File: src/rtl/rr_arbiter_n.sv
// ============================================================================
// Module      : rr_arbiter_n
// Description : Round-robin arbiter over 2**N requesters with hold-until-release
//               grants, optional hold-time limit and registered outputs.
// Revision    : 1.0 - initial release
// ============================================================================
`default_nettype none

module rr_arbiter_n #(
  parameter int N        = 2,
  parameter int MAX_HOLD = 16
) (
  input  logic                clk,
  input  logic                rst_n,
  input  logic [(1<<N)-1:0]   req,
  input  logic                done,
  output logic [(1<<N)-1:0]   gnt,
  output logic [N-1:0]        gnt_idx,
  output logic                gnt_valid,
  output logic                timeout
);

  localparam int R  = 1 << N;
  localparam int CW = (MAX_HOLD > 1) ? $clog2(MAX_HOLD) : 1;
  localparam logic [CW-1:0] HOLD_LAST = CW'((MAX_HOLD == 0) ? 0 : MAX_HOLD - 1);

  typedef enum logic {
    IDLE = 1'b0,
    BUSY = 1'b1
  } state_t;

  state_t          state, state_nx;
  logic [N-1:0]    ptr, ptr_nx;
  logic [CW-1:0]   hold_cnt, hold_cnt_nx;
  logic [N-1:0]    gnt_idx_nx;
  logic            gnt_valid_nx;
  logic            timeout_nx;
  logic [R-1:0]    gnt_nx;

  logic [R-1:0]    arb_req;
  logic [N-1:0]    start;
  logic [N-1:0]    cand;
  logic [N-1:0]    sel;
  logic            found;
  logic            limit_hit;
  logic            release_ev;

  // Release detection and arbitration; on a release the search restarts just
  // past the grantee and the grantee itself is excluded for this one decision.
  always_comb begin
    arb_req    = req;
    start      = ptr;
    limit_hit  = 1'b0;
    release_ev = 1'b0;
    if (state == BUSY) begin
      limit_hit  = (MAX_HOLD != 0) && (hold_cnt == HOLD_LAST);
      release_ev = done || !req[gnt_idx] || limit_hit;
      if (release_ev) begin
        start            = gnt_idx + 1'b1;
        arb_req[gnt_idx] = 1'b0;
      end
    end
    found = 1'b0;
    sel   = start;
    cand  = start;
    for (int i = 0; i < R; i++) begin
      cand = start + N'(i);
      if (!found && arb_req[cand]) begin
        found = 1'b1;
        sel   = cand;
      end
    end
  end

  always_comb begin
    state_nx     = state;
    ptr_nx       = ptr;
    hold_cnt_nx  = hold_cnt;
    gnt_idx_nx   = gnt_idx;
    gnt_valid_nx = gnt_valid;
    timeout_nx   = 1'b0;
    case (state)
      IDLE: begin
        if (found) begin
          state_nx     = BUSY;
          gnt_idx_nx   = sel;
          gnt_valid_nx = 1'b1;
          hold_cnt_nx  = '0;
        end
      end
      BUSY: begin
        if (release_ev) begin
          ptr_nx     = gnt_idx + 1'b1;
          // Pulse only when the limit alone forced the release.
          timeout_nx = limit_hit && !done && req[gnt_idx];
          if (found) begin
            gnt_idx_nx  = sel;
            hold_cnt_nx = '0;
          end else begin
            state_nx     = IDLE;
            gnt_valid_nx = 1'b0;
          end
        end else begin
          hold_cnt_nx = hold_cnt + 1'b1;
        end
      end
      default: state_nx = IDLE;
    endcase
    gnt_nx = '0;
    if (gnt_valid_nx) gnt_nx[gnt_idx_nx] = 1'b1;
  end

  always_ff @(posedge clk or negedge rst_n) begin
    if (!rst_n) begin
      state     <= IDLE;
      ptr       <= '0;
      hold_cnt  <= '0;
      gnt       <= '0;
      gnt_idx   <= '0;
      gnt_valid <= 1'b0;
      timeout   <= 1'b0;
    end else begin
      state     <= state_nx;
      ptr       <= ptr_nx;
      hold_cnt  <= hold_cnt_nx;
      gnt       <= gnt_nx;
      gnt_idx   <= gnt_idx_nx;
      gnt_valid <= gnt_valid_nx;
      timeout   <= timeout_nx;
    end
  end

endmodule

`default_nettype wire

File: config.mk
export PLATFORM = sky130hd
export DESIGN_NAME = rr_arbiter_n
export DESIGN_NICKNAME = d
export VERILOG_FILES = /design/src/rtl/rr_arbiter_n.sv
export SDC_FILE = /design/constraint.sdc
export NUM_CORES = 1
export LEC_CHECK = 0
export CORE_ASPECT_RATIO = 1.2
export CORE_UTILIZATION = 45
export CTS_BUF_LIST = sky130_fd_sc_hd__clkbuf_4
export DETAILED_ROUTE_END_ITERATION = 8
export GPL_ROUTABILITY_DRIVEN = 0
export GPL_TIMING_DRIVEN = 0
export MAX_ROUTING_LAYER = met4
export PLACE_DENSITY = 0.68
export RECOVER_POWER = 100
export SLEW_MARGIN = 10
export SYNTH_ARGS = -nofsm -noshare
export SYNTH_HDL_FRONTEND = slang
export SYNTH_SLANG_ARGS = --single-unit
File: constraint.sdc
create_clock -name clk -period 3.8 [get_ports clk]
set_clock_uncertainty 0.2 [all_clocks]
set_input_delay 0.57 -clock clk [delete_from_list [all_inputs] [get_ports clk]]
set_output_delay 0.57 -clock clk [all_outputs]
set_load 0.005 [all_outputs]
# Yosys cells after proc, flatten, opt, wreduce, memory -nomap -nowiden
# Index checks and enable logic that the tools add are counted.
[totals]
ff_bits = 15
inputBits = 7
[op_classes]
add_sub_neg = 5
order_cmp = 8
eq_ne = 1
muxes = 43
bitwise_logic = 3
reduce_logical = 15
[ops]
columns = ["op", "count"]
rows = [
  ["1-bit 2-to-1 mux", 20],
  ["4-bit 2-to-1 mux", 5],
  ["2-bit by 3-bit less-than comparator with 1-bit output (second input constant)", 6],
  ["2-bit 2-to-1 mux", 7],
  ["1-bit binary-select mux with 2-bit select", 5],
  ["4-bit case mux with 2 select lines", 1],
  ["1-bit logical AND", 7],
  ["1-bit zero test", 5],
  ["2-bit by 1-bit adder with 2-bit output (second input constant)", 2],
  ["2-bit adder (second input constant)", 2],
  ["4-bit by 1-bit adder with 4-bit output (second input constant)", 1],
  ["4-bit bitwise AND", 1],
  ["1-bit demux with 2-bit select", 2],
  ["4-bit equality test (second input constant)", 1],
  ["2-bit by 1-bit >= comparator with 1-bit output (second input constant)", 2],
  ["4-bit inverter", 1],
  ["1-bit case mux with 2 select lines", 2],
  ["2-bit case mux with 2 select lines", 1],
  ["1-bit logical OR", 2],
  ["2-bit AND reduction", 1],
  ["1-bit inverter", 1],
]

# Logic depth before layout (Yosys ltp)
[depth]
depth_word = 28
ltp_mapped = 12

# Worst setup path after synthesis
# OpenSTA, ideal clock, no wires.
[synth_timing]
path_type = "register -> register"
start = "register gnt_idx[0]"
end = "register gnt[3]"
t_arrival_ns = 2.140
required_ns = 3.480
setup_slack_ns = 1.340
path_stages_with_launch = 11
path_buffers = 1
path_cell_list = "dfrtp_1 > buf_6 > inv_1 > ha_1 > or4_1 > a21o_1 > o31ai_1 > a2111oi_0 > a32oi_1 > inv_1 > and3_1"
[synth_via]
elab_chain_len = 28
[synth_lines]
columns = ["element", "line_no", "source"]
rows = [
  ["start, declared", "18", "output logic [N-1:0] gnt_idx,"],
  ["start signal, assigned", "127", "gnt_idx <= gnt_idx_nx;"],
  ["2-bit by 3-bit less-than comparator with 1-bit output (not written as such) / 2-bit by 1-bit >= comparator with 1-bit output (equally long branches)", "60", "arb_req[gnt_idx] = 1'b0;"],
  ["1-bit logical AND (not written as such)", "60", ""],
  ["1-bit 2-to-1 mux (not written as such)", "60", ""],
  ["1-bit demux with 2-bit select", "60", ""],
  ["4-bit inverter (no line)", "n/a", ""],
  ["4-bit bitwise AND (no line)", "n/a", ""],
  ["4-bit 2-to-1 mux", "58", "if (release_ev) begin"],
  ["4-bit 2-to-1 mux", "55", "if (state == BUSY) begin"],
  ["[14 not listed]", "n/a", ""],
  ["2-bit case mux with 2 select lines (*)", "82", "case (state)"],
  ["via gnt_idx_nx[0]", "35", "logic [N-1:0] gnt_idx_nx;"],
  ["2-bit by 3-bit less-than comparator with 1-bit output (not written as such) / 2-bit by 1-bit >= comparator with 1-bit output (equally long branches)", "110", "if (gnt_valid_nx) gnt_nx[gnt_idx_nx] = 1'b1;"],
  ["1-bit logical AND (not written as such)", "110", ""],
  ["1-bit 2-to-1 mux (not written as such)", "110", ""],
  ["1-bit demux with 2-bit select (*)", "110", ""],
  ["4-bit 2-to-1 mux (*)", "110", ""],
  ["via gnt_nx[3]", "38", "logic [R-1:0] gnt_nx;"],
  ["end signal, assigned", "126", "gnt <= gnt_nx;"],
  ["end, declared", "17", "output logic [(1<<N)-1:0] gnt,"],
]
# The timed path passes the listed nets; every way through them passes the cells marked *. The select of a mux whose other input is x is not followed.
# A chain may end at the register's enable or synchronous reset.

# Final worst setup path
[layout_timing]
start = "input req[2]"
end = "register gnt[3]"
[layout_via]
elab_chain_len = 27
[layout_lines]
columns = ["element", "line_no", "source"]
rows = [
  ["start, declared", "15", "input logic [(1<<N)-1:0] req,"],
  ["branches (longest 21 deep; another with 2-bit by 1-bit adder with 2-bit output)", "n/a", ""],
  ["2-bit case mux with 2 select lines (*)", "82", ""],
  ["via gnt_idx_nx[0]", "35", ""],
  ["2-bit by 3-bit less-than comparator with 1-bit output (not written as such) / 2-bit by 1-bit >= comparator with 1-bit output (equally long branches)", "110", ""],
  ["1-bit logical AND (not written as such)", "110", ""],
  ["1-bit 2-to-1 mux (not written as such)", "110", ""],
  ["1-bit demux with 2-bit select (*)", "110", ""],
  ["4-bit 2-to-1 mux (*)", "110", ""],
  ["via gnt_nx[3]", "38", ""],
]
# Mark *: on every way through the listed nets, which the timed path passes. The select of a mux whose other input is x is not followed.

==> run_results.csv <==
group,metric,value,unit
run_status,outcome,"complete, no violations",
clock_network,clk_latency,0.28,ns
logic_synthesis,synth.area.top_cells,"dfrtp_1 36%, ha_1 6.0%, a31oi_1 3.0%",
job,maxCapViolCount,0,
logic_synthesis,syn_inst,106,
floorplanning,io_pins,15,
sta,final.min_clock_period,3.280,ns
route,drt_iter0_markers,15,
logic_synthesis,synth_top_area_share,36.19,%
clock_network,clock_tree.buffer_depth,2,
logic_synthesis,synth_nets,118,
logic_synthesis,syn_area_per_cell,9.785,sq um
clock_network,clockRootBuffer,"clkbuf_4",
route,vias_per_cell,5.747,
worst_hold_path,hold_path.class,"register to register",
floorplanning,die_w,45.83,um
sta,tightest_slew,0.6802,ns
global_routing,grt_pass1_wl,3601,um
clock_network,htree_levels,1,
sta,layout_setup_ws,0.5195,ns
final_layout,final_nets,137,
logic_synthesis,synth_top_area_cell,"dfrtp_1",
worst_setup_path,cp_max_fo,10,
sta,setup_viol,0,
floorplanning,die-area,2502,sq um
logic_synthesis,synth_edf_count,0,
global_routing,grt_pass1_vias,829,
placement,dpl_cell_area,1215,sq um
sta,slew_headroom,53.48,%
route,routed_wl,2202,um
route,drc,0,
sta,hold_viol,0,
sta,period_share,86.33,%
placement,dp_hpwl,1696,um
logic_synthesis,ys_seq_elements,15,
global_routing,grt_max_degree,16,
worst_setup_path,worstSetupStartpointType,"primary input",
floorplanning,start_util,49.00,%
worst_setup_path,worst_ep_required_time,3.83,ns
final_layout,drive_gt1_share,12.10,%
clock_network,cts_tree,"yes",
sta,max_freq,304.8,MHz
logic_synthesis,yosys_warnings,0,
power_and_ir_drop,p_leak,0.0005462,uW
worst_setup_path,cp-end-kind,"register",
floorplanning,coreArea,2117,sq um
sta,setup_tns,0,ns
worst_setup_path,worst-setup-path-type,"primary input to register",
clock_network,clkTransAtPathRegs,0.09,ns
final_layout,fill_cells,214,
route,first_pass_iters,4,
floorplanning,rows,18,
placement,dp_slack,0.4896,ns
placement,io_buffers,14,
logic_synthesis,seq_area_frac_synth,36.19,%
global_routing,grt_usage,20.94,%
final_layout,diodes,0,
clock_network,cts_resized,0,
global_routing,antenna_found_initial,0,
floorplanning,die_h,54.59,um
global_routing,grt-ovfl-total,0,
route,ant_nets,0,
route,vias,885,
logic_synthesis,syn_area,1037,sq um
final_layout,final_common_cell,"dfrtp_1",
final_layout,mostFrequentLayoutCells,"15 x dfrtp_1, 10 x dlygate4sd3_1, 8 x nand2_1",
final_layout,syn2layout_area_growth,16.16,%
logic_synthesis,ys.flop_type,"dfrtp_1",
logic_synthesis,synthDistinctLibCells,48,
final_layout,post-route-util,56.91,%
logic_synthesis,async_flop_share,100.0,%
power_and_ir_drop,powerDensity,725.2,nW/um^2
worst_setup_path,arrival,3.31,ns
sta,slew_violations,0,
final_layout,design_area,1205,sq um
clock_network,post_cts_buffers,0,
route,wl_per_cell,14.30,um
sta,rsz0062_at_grt,"no",
clock_network,cts-hold-fix-buffers,0,
clock_network,cts_buffers,3,
clock_network,cts.sinks,15,
power_and_ir_drop,peakVddDrop,0.4152,mV
## through the flow
stage	hold WS, ns	std cells	power (uW)
3_5_place_dp	0.3073	150	847.1
5_1_grt	0.3317	154	957.4
2_1_floorplan	0.07441	106	685.3
3_3_place_gp	0.2809	150	840.5
4_1_cts	0.3182	154	938.0
6_report	0.3109	154	873.9
## flip-flops by register name (all words and copies together), names as in the netlist
register	count
state	1
gnt	4
hold_cnt	4
gnt_idx	2
ptr	2
timeout	1
gnt_valid	1
## power breakdown
| part | switching, uW | internal [uW] | total (uW) |
|---|---|---|---|
| clock | 51.6 | 39.1 | 90.7 |
| combinational | 294 | 226 | 521 |
| sequential | 49.8 | 213 | 263 |
| total | 396 | 478 | 874 |
## final timing paths
kind / start / to / slack [ns] / cells past startpoint
max in group asynchronous: rst_n / state$_DFF_PN0_ / 2.44 / 1
min in group asynchronous: rst_n / timeout$_DFF_PN0_ / 0.55 / 1
setup / recovery: req[2] / gnt[3]$_DFF_PN0_ / 0.52 / 9
hold / removal: hold_cnt[3]$_DFF_PN0_ / hold_cnt[3]$_DFF_PN0_ / 0.31 / 1
setup reg to reg: gnt_idx[0]$_DFF_PN0_ / gnt[3]$_DFF_PN0_ / 0.66 / 10
hold reg to reg: hold_cnt[3]$_DFF_PN0_ / hold_cnt[3]$_DFF_PN0_ / 0.31 / 1
## per-layer routing
metal	vias up	routed length [um]	track usage [%]
met5	-	0	-
met4	0	82	12.75
met3	9	70	1.320
met2	18	1045	34.05
met1	421	1003	25.31
li1	437	-	-
## final cells by class
type                       instances  area [sq um]  share of cell area, %
clock buffer                       3         22.52                  1.869
sequential                        15         375.4                  31.15
buffer                             4         23.77                  1.973
clock inverter                     1         5.005                 0.4154
multi-input combinational         79         568.0                  47.14
inverter                           8         32.53                  2.700
timing repair buffer              14         140.1                  11.63
tap                               30         37.54                  3.115
## cell usage after synthesis (2+ instances only)
cell      count
a21o_1        3
o21ai_0       5
nand2_2       2
nor2_1        2
mux2i_2       2
a21boi_0      4
dfrtp_1      15
a31o_1        2
nand3_1       4
and3_1        3
o21ai_1       2
buf_6         2
o31ai_1       3
inv_1         6
nand2_1       8
ha_1          5
a31oi_1       5
nor3_1        3
## kinds of logic (layout without fill, tap and decap cells)
family	Yosys count	in the layout	share of synthesized area, %
AOI/OAI and AO/OA	39	39	28.59
and+or+nand+nor	31	31	17.25
DFF	15	15	36.19
buffers and inverters	12	30	6.151
adders and majority gates	5	5	6.031
muxes	4	4	5.790
## critical path, cell delays in order
cell and delay, ns:
dlygate4sd3_1 0.67, mux2i_1 0.16, o22ai_1 0.40, buf_6 0.21, o41ai_1 0.08, a2111oi_0 0.66
a32oi_1 0.27, inv_1 0.13, and3_1 0.15
No activity file was read; power rests on OpenSTA's default activity.
